[config.mk]
export PLATFORM = sky130hd
export DESIGN_NAME = freq_window_detect
export DESIGN_NICKNAME = d
export VERILOG_FILES = /design/src/rtl/freq_window_detect_pkg.sv /design/src/rtl/freq_window_detect_sync_edge_detect.sv /design/src/rtl/freq_window_detect.sv
export SDC_FILE = /design/constraint.sdc
export NUM_CORES = 1
export LEC_CHECK = 0
export CAP_MARGIN = 15
export CORE_ASPECT_RATIO = 1.25
export CORE_UTILIZATION = 45
export CTS_CLUSTER_SIZE = 12
export DETAILED_ROUTE_END_ITERATION = 6
export PLACE_DENSITY = 0.68
export SLEW_MARGIN = 20
export SYNTH_ARGS = -nofsm -noshare
export SYNTH_HDL_FRONTEND = slang
export SYNTH_HIERARCHICAL = 1
export SYNTH_SLANG_ARGS = --single-unit
[constraint.sdc]
create_clock -name clock -period 4.27 [get_ports clock]
set_clock_uncertainty 0.15 [all_clocks]
set_input_delay 0.854 -clock clock [delete_from_list [all_inputs] [get_ports clock]]
set_output_delay 0.854 -clock clock [all_outputs]
set_load 0.01 [all_outputs]
[src/rtl/freq_window_detect_pkg.sv]
// Shared definitions for the feedback-frequency window detector: FSM state
// encoding and the default pulse saturation limit.
package freq_window_detect_pkg;

  typedef enum logic [2:0] {
    IDLE    = 3'd0,
    COUNT   = 3'd1,
    COMPARE = 3'd2,
    REPORT  = 3'd3,
    GAP     = 3'd4
  } state_t;

  localparam int DEF_PULSE_BITS = 4;
  localparam int MAX_PULSES     = (1 << DEF_PULSE_BITS) - 1;

endpackage

[src/rtl/freq_window_detect_sync_edge_detect.sv]
// Two-flop synchronizer plus delay flop; emits a one-cycle pulse for each
// rising edge of an input that is asynchronous to clock.
module sync_edge_detect (
  input  logic clock,
  input  logic reset,
  input  logic level,
  output logic rise
);

  logic s1, s2, s3;

  always_ff @(posedge clock or negedge reset) begin
    if (!reset) begin
      s1 <= 1'b0;
      s2 <= 1'b0;
      s3 <= 1'b0;
    end else begin
      s1 <= level;
      s2 <= s1;
      s3 <= s2;
    end
  end

  assign rise = s2 & ~s3;

endmodule

[src/rtl/freq_window_detect.sv]
// Counts synchronized feedback-clock edges over a programmable window and
// reports the error against a target as saturated freqUp/freqDn pulse trains.
module freq_window_detect
  import freq_window_detect_pkg::*;
#(
  parameter int WINDOW_BITS   = 8,
  parameter int FB_COUNT_BITS = 10,
  parameter int PULSE_BITS    = DEF_PULSE_BITS
) (
  input  logic                            clock,
  input  logic                            reset,
  input  logic                            enable,
  input  logic [WINDOW_BITS-1:0]          windowLength,
  input  logic [FB_COUNT_BITS-1:0]        targetCount,
  input  logic                            fbClock,
  output logic                            freqUp,
  output logic                            freqDn,
  output logic                            ldDivideEnable,
  output logic [FB_COUNT_BITS-1:0]        fbCount,
  output logic                            countValid,
  output logic signed [FB_COUNT_BITS:0]   freqError
);

  localparam logic [FB_COUNT_BITS:0] PULSE_MAX_W = (FB_COUNT_BITS+1)'((1 << PULSE_BITS) - 1);

  state_t                        state;
  logic [WINDOW_BITS-1:0]        win_cnt;
  logic [WINDOW_BITS-1:0]        win_start;
  logic [FB_COUNT_BITS-1:0]      edge_cnt;
  logic [FB_COUNT_BITS-1:0]      edge_next;
  logic [PULSE_BITS-1:0]         pulse_cnt;
  logic [PULSE_BITS-1:0]         pulse_sat;
  logic signed [FB_COUNT_BITS:0] err;
  logic [FB_COUNT_BITS:0]        err_mag;
  logic                          fb_rise;

  sync_edge_detect u_sync (
    .clock (clock),
    .reset (reset),
    .level (fbClock),
    .rise  (fb_rise)
  );

  always_comb begin
    win_start = (windowLength == '0) ? WINDOW_BITS'(1) : windowLength;
    edge_next = edge_cnt;
    if (fb_rise && (edge_cnt != '1))
      edge_next = edge_cnt + FB_COUNT_BITS'(1);
    err       = $signed({1'b0, targetCount}) - $signed({1'b0, edge_cnt});
    err_mag   = err[FB_COUNT_BITS] ? $unsigned(-err) : $unsigned(err);
    pulse_sat = (err_mag > PULSE_MAX_W) ? PULSE_MAX_W[PULSE_BITS-1:0] : err_mag[PULSE_BITS-1:0];
  end

  // Outputs are registered from the next state, so freqUp/freqDn line up with
  // REPORT cycles and countValid appears with the newly latched fbCount.
  always_ff @(posedge clock or negedge reset) begin
    if (!reset) begin
      state          <= IDLE;
      win_cnt        <= '0;
      edge_cnt       <= '0;
      pulse_cnt      <= '0;
      fbCount        <= '0;
      freqError      <= '0;
      countValid     <= 1'b0;
      freqUp         <= 1'b0;
      freqDn         <= 1'b0;
      ldDivideEnable <= 1'b0;
    end else begin
      countValid <= 1'b0;
      freqUp     <= 1'b0;
      freqDn     <= 1'b0;
      case (state)
        IDLE: begin
          if (enable) begin
            state          <= COUNT;
            win_cnt        <= win_start;
            edge_cnt       <= '0;
            ldDivideEnable <= 1'b1;
          end
        end
        COUNT: begin
          if (!enable) begin
            state          <= IDLE;
            ldDivideEnable <= 1'b0;
          end else begin
            edge_cnt <= edge_next;
            win_cnt  <= win_cnt - WINDOW_BITS'(1);
            if (win_cnt == WINDOW_BITS'(1))
              state <= COMPARE;
          end
        end
        COMPARE: begin
          fbCount    <= edge_cnt;
          freqError  <= err;
          countValid <= 1'b1;
          if (err == '0) begin
            state          <= GAP;
            ldDivideEnable <= 1'b0;
          end else begin
            state     <= REPORT;
            pulse_cnt <= pulse_sat;
            freqUp    <= ~err[FB_COUNT_BITS];
            freqDn    <= err[FB_COUNT_BITS];
          end
        end
        REPORT: begin
          pulse_cnt <= pulse_cnt - PULSE_BITS'(1);
          if (pulse_cnt == PULSE_BITS'(1)) begin
            state          <= GAP;
            ldDivideEnable <= 1'b0;
          end else begin
            freqUp <= freqUp;
            freqDn <= freqDn;
          end
        end
        GAP: begin
          if (enable) begin
            state          <= COUNT;
            win_cnt        <= win_start;
            edge_cnt       <= '0;
            ldDivideEnable <= 1'b1;
          end else begin
            state <= IDLE;
          end
        end
        default: begin
          state          <= IDLE;
          ldDivideEnable <= 1'b0;
        end
      endcase
    end
  end

endmodule

### Yosys cells after proc, flatten, opt, wreduce, memory -nomap -nowiden

Cells that the tools add are included.

* latch bits: 0
* memories kept: 0
* logic and storage cells: 79
* RAM bits: 0
* flip-flop bits (word level): 53
* bits in read-only memories: 0
* output and inout port bits: 25

* reductions and logical operators: 12
* add/subtract/negate cells: 5
* muxes and demuxes: 29
* multiply operators: 0
* shift-type cells: 0
* div/mod/pow operators: 0
* eq/ne operators: 16
* bitwise gates (word level): 3
* magnitude comparators: 1

Operators by type and width (count)
* 10-bit 2-to-1 mux: 3
* 8-bit 2-to-1 mux: 3
* 10-bit one-hot mux with 2 select lines: 1
* 8-bit one-hot mux with 2 select lines: 1
* 3-bit 2-to-1 mux: 5
* 3-bit one-hot mux with 5 select lines: 1
* 2-bit != test, second input constant: 7
* 11-bit by 4-bit greater-than comparator with 1-bit output, second input constant: 1
* 11-bit zero test: 1
* 11-bit 2-to-1 mux: 1
* 11-bit negation: 1
* 10-bit by 10-bit subtractor with 11-bit output: 1
* 10-bit by 1-bit adder with 10-bit output, second input constant: 1
* 10-bit != test, second input constant: 1
* 8-bit by 1-bit == test with 1-bit output, second input constant: 1
* 8-bit zero test: 1
* 1-bit 2-to-1 mux: 8
* 4-bit 2-to-1 mux: 2
* 4-bit one-hot mux with 2 select lines: 1
* 4-bit AND reduction: 2
* 8-bit by 1-bit subtractor with 8-bit output, second input constant: 1
* 3-bit by 2-bit == test with 1-bit output, second input constant: 2
* 3-bit AND reduction: 2
* 4-bit by 1-bit == test with 1-bit output, second input constant: 1
* 14 further kinds: 17

### Longest topological paths before layout

* depth in word-level cells: 7
* gate-level depth with buffers: 12
* depth with buffers taken out: 12

### Cells and area by module

The synthesis kept the hierarchy.

Modules (own cells, without submodules)
* freq_window_detect: times used 1, cells each 361, area an instance 3145.5 sq um, sequential area each 1251.2 sq um
* sync_edge_detect: times used 1, cells each 4, area an instance 88.8 sq um, sequential area each 75.1 sq um

### Least setup slack after synthesis

OpenSTA, ideal clock, no wires.

* path kind: input-to-reg
* start point: in targetCount[0]
* end point: reg pulse_cnt[3]
* setup time: 144 ps
* stages on the path: 11
* slack: 475 ps
* required time: 3976 ps
* arrival time: 3501 ps
* cell sequence: inv_1 > ha_1 > fa_1 > xor2_1 > and3_1 > nor4b_2 > o21bai_1 > a2111oi_0 > o211ai_1 > a2111oi_4 > o221ai_1

* word-level cells in the longest chain between the ends: 7

Ends and longest elaborated chain
* start: declaration: line freq_window_detect.sv:14 `input logic [FB_COUNT_BITS-1:0] targetCount,`
* 10-bit by 10-bit subtractor with 11-bit output (*): line freq_window_detect.sv:49 `err = $signed({1'b0, targetCount}) - $signed({1'b0, edge_cnt});`
* 11-bit negation: line freq_window_detect.sv:50 `err_mag = err[FB_COUNT_BITS] ? $unsigned(-err) : $unsigned(err);`
* 11-bit 2-to-1 mux: line freq_window_detect.sv:50
* 11-bit by 4-bit greater-than comparator with 1-bit output: line freq_window_detect.sv:51 `pulse_sat = (err_mag > PULSE_MAX_W) ? PULSE_MAX_W[PULSE_BITS-1:0] : err_mag[PULSE_BITS-1:0];`
* 4-bit 2-to-1 mux: line freq_window_detect.sv:51
* 4-bit 2-to-1 mux: line freq_window_detect.sv:96 `if (err == '0) begin`
* 4-bit one-hot mux with 2 select lines: line freq_window_detect.sv:72 `case (state)`
* end signal: assignment: line freq_window_detect.sv:101 `pulse_cnt <= pulse_sat;`
* end signal: assignment: line freq_window_detect.sv:107 `pulse_cnt <= pulse_cnt - PULSE_BITS'(1);`
* end: declaration: line freq_window_detect.sv:31 `logic [PULSE_BITS-1:0] pulse_cnt;`

Every way passes the cells marked *; elsewhere a longest branch is shown, timed or not. The select of a mux whose other input is x is not followed.
A chain may end at the register's enable or synchronous reset.

### Worst setup path in the final report

Same ends and word-level chain as after synthesis.

==> metrics.md <==
| Metric | Value |
|---|---|
| Yosys cell types | `about 60` |
| Ant diodes | `0` |
| Maximum vdd drop | `approximately 270 uV` |
| Post-Synthesis Net Count | `roughly 400` |
| Final design area excluding fillers | `just over 4000 um2` |
| Placement Rows | `34` |
| Synth area leader | `dfrtp_1` |
| Vias in the first global route | `~2800` |
| Total gr overflow | `0` |
| # setup viols final | `0` |
| Final period util | `between 90% and 100%` |
| Post-DRT Antenna Nets | `0` |
| Syn Inst Count | `365` |
| Clock tree buffer depth | `2` |
| Root Buffer | `clkbuf_8` |
| # DRC | `0` |
| Worst-Margin Slew | `about 0.83 ns` |
| # nets final | `around 470` |
| Maximum clock rate | `244 MHz` |
| Die Y | `between 90 and 100 um` |
| CTS clk-pin slew, worst paths | `approximately 0.10 ns` |
| Startpoint class of the critical path | `input port` |
| CP max stage cell | `or4_4` |
| First-pass GRT wire length | `approximately 13000 um` |
| Largest cells by area after synthesis | `dfrtp_1 41%, ha_1 6.6%, o21ai_0 6.3%` |
| DP Worst Slack | `-0.179 ns` |
| Area grow syn2layout | `24.5%` |
| Post-route setup TNS | `0 ns` |
| Sequential area share after synthesis | `41.0%` |
| Synth Area in Simple Gates | `approximately a fifth` |
| Ys async rst share | `100%` |
| Status | `finished clean` |
| Crit path cell chain | `clkdlybuf4s50_1 > inv_1 > ha_1 > fa_1 > nor2b_4 > o22ai_2 > xor2_2 > nand4_1 > or4_4 > nor4_2 > a211oi_1 > a2111oi_4 > o221ai_1` |
| Die area | `7530 um2` |
| H-tree levels | `2` |
| Yosys warnings | `6` |
| Maxcap violations | `0` |
| Total CTS buffers | `5` |
| Post-CTS Setup Repair Bufs | `0` |
| Placer Congestion | `0.834` |
| Syn_area_per_cell | `roughly 8.9 um2` |
| Arrival time at the worst endpoint | `~4.1 ns` |
| Vias per cell | `around 5.5` |
| Hold Vio Cnt, Final | `0` |
| Initial antenna violation count | `0` |
| WP data required | `~4.3 ns` |
| Worst R2R Path Depth | `11` |
| Hold depth | `0` |
| Crit path max fanout | `4` |
| Post-synth top cells | `53 x dfrtp_1, 53 x nand2_1, 41 x o21ai_0` |
| Static leakage | `~0.0017 uW` |
| FILL cells | `between 600 and 700` |
| Routed WL | `~7600 um` |
| CTS tree | `done` |
| Clock Sink Count | `53` |
| Fin crit period | `a little over 4 ns` |
| Slew headroom | `around 44%` |
| Mux cell area share after synthesis | `1.01%` |
| Crit path capture type | `register` |
| # IOs | `47` |
| Finished Core Util | `57.7%` |
| Post-synthesis adder-cell area fraction | `just over 7%` |
| Worst hold slack | `0.222 ns` |
| Yosys top cell area share | `41.0%` |
| Most used DFF post-synth | `dfrtp_1` |
| Post-synthesis compound-gate area fraction | `20.7%` |
| Initial drt markers | `about 150` |
| Dpl cell area | `3910 um2` |
| Cell area after synthesis | `3230 um2` |
| CP max stage delay | `0.60 ns` |
| GRT Total Usage | `between 20% and 30%` |
| Post-synth EDFFs | `0` |
| Pwr Density | `514 nW/um2` |
| Drt first pass iters | `4` |
| Combinational family with the most area after synthesis | `simple AND/OR/NAND/NOR gates` |
| Final Slew Violations | `0` |
| Initial Utilization | `around 46%` |
| Port buffer count | `46` |
| Chip width | `about 78 um` |
| Core area | `about 7000 um2` |
| Wire per inst | `roughly 15 um` |
| Crit Path Category | `in -> reg` |
| Hold Crit Class | `reg -> reg` |
| Yosys reg bits | `53` |
| Fraction of synthesized cell area in xor and xnor cells | `under 10%` |
| Largest net degree at the start of global routing | `31` |
| Via count | `between 2000 and 3000` |
| Worst setup margin | `0.168 ns` |
| Skew-Pair Late Insertion Delay | `between 0.3 and 0.4 ns` |
| RSZ-0062 raised after global routing | `false` |
| Hpwl dp | `approximately 6000 um` |
| Layout cell share with drive strength beyond 1 | `between 10% and 20%` |
-- where the power goes --
group	switching [uW]	internal [uW]
Sequential	117	651
Clock	171	176
Combinational	523	433
-- cells by family (layout without fill, tap and decap cells) --
family | count (synthesis) | count (layout)
buffers and inverters | 37 | 100
muxes | 3 | 3
AOI/OAI and AO/OA | 102 | 102
and+or+nand+nor | 136 | 136
xor gates and xnor gates | 16 | 16
adders and majority gates | 18 | 18
DFF | 53 | 53
-- cell type report --
class / instances / area, um2 / area share, %
multi-input cells: 275 / 1760 / 43.8
flip-flops and latches: 53 / 1330 / 32.9
repair buffers: 68 / 621 / 15.4
well taps: 90 / 113 / 2.80
inverters: 24 / 90.1 / 2.24
clock buffers: 5 / 68.8 / 1.71
clock inverters: 3 / 43.8 / 1.09
-- repair_timing --
| action | 4_1_cts | 5_1_grt |
|---|---|---|
| gates resized for setup | 0 | 1 |
| endpoints found under the setup margin | 0 | 4 |
| hold buffers | 0 | 0 |
-- registers in the layout (all words and copies together), names as in the netlist, 3 cells and up --
signal     count
freqError     11
edge_cnt      10
fbCount       10
win_cnt        8
pulse_cnt      4
state          3
-- per-stage QoR --
stage	power, uW	instances
2_1_floorplan	1340	365
3_3_place_gp	1710	510
3_5_place_dp	1730	510
4_1_cts	2080	518
5_1_grt	2240	518
6_report	2070	518
-- critical path: cells and delay by family --
kind	cells	cell delay, ns
adders and majority gates	2	0.69
and+or+nand+nor	4	1.24
xor gates and xnor gates	1	0.16
AOI/OAI and AO/OA	4	0.67
buffers and inverters	2	0.50
-- final timing paths --
check                               startpoint           end  slack [ns]
worst max-delay path            targetCount[0]  pulse_cnt[3]        0.17
worst min-delay path                 u_sync/s1     u_sync/s2        0.22
worst max register to register     edge_cnt[0]  pulse_cnt[3]        0.70
worst min register to register       u_sync/s1     u_sync/s2        0.22
max in group asynchronous                reset   edge_cnt[6]        2.76
min in group asynchronous                reset    win_cnt[7]        0.44
-- layer usage --
metal / share of wire (%) / up-vias / GRT usage [%]
li1: - / 1410 / -
met5: 0 / - / 0
met1: 46 / 1355 / 28.8
met3: 3.0 / 8 / 2.83
met2: 50 / 58 / 35.5
met4: 1.2 / 0 / 7.26
-- cell usage in the layout (no fill, tap or decap), drive strengths merged, types with 5 or more instances in the layout --
cell	synthesis	final
xnor2	12	12
ha	17	17
o21ai	41	41
a211oi	5	5
buf	3	23
clkbuf	10	5
nand3	7	7
inv	24	25
nand2	53	53
a31oi	5	5
clkdlybuf4s50	0	45
a21oi	20	20
nor3	9	9
nor4	7	7
nor2b	6	6
nor2	33	33
dfrtp	53	53
Note: power is estimated with default switching activity, not from simulation.
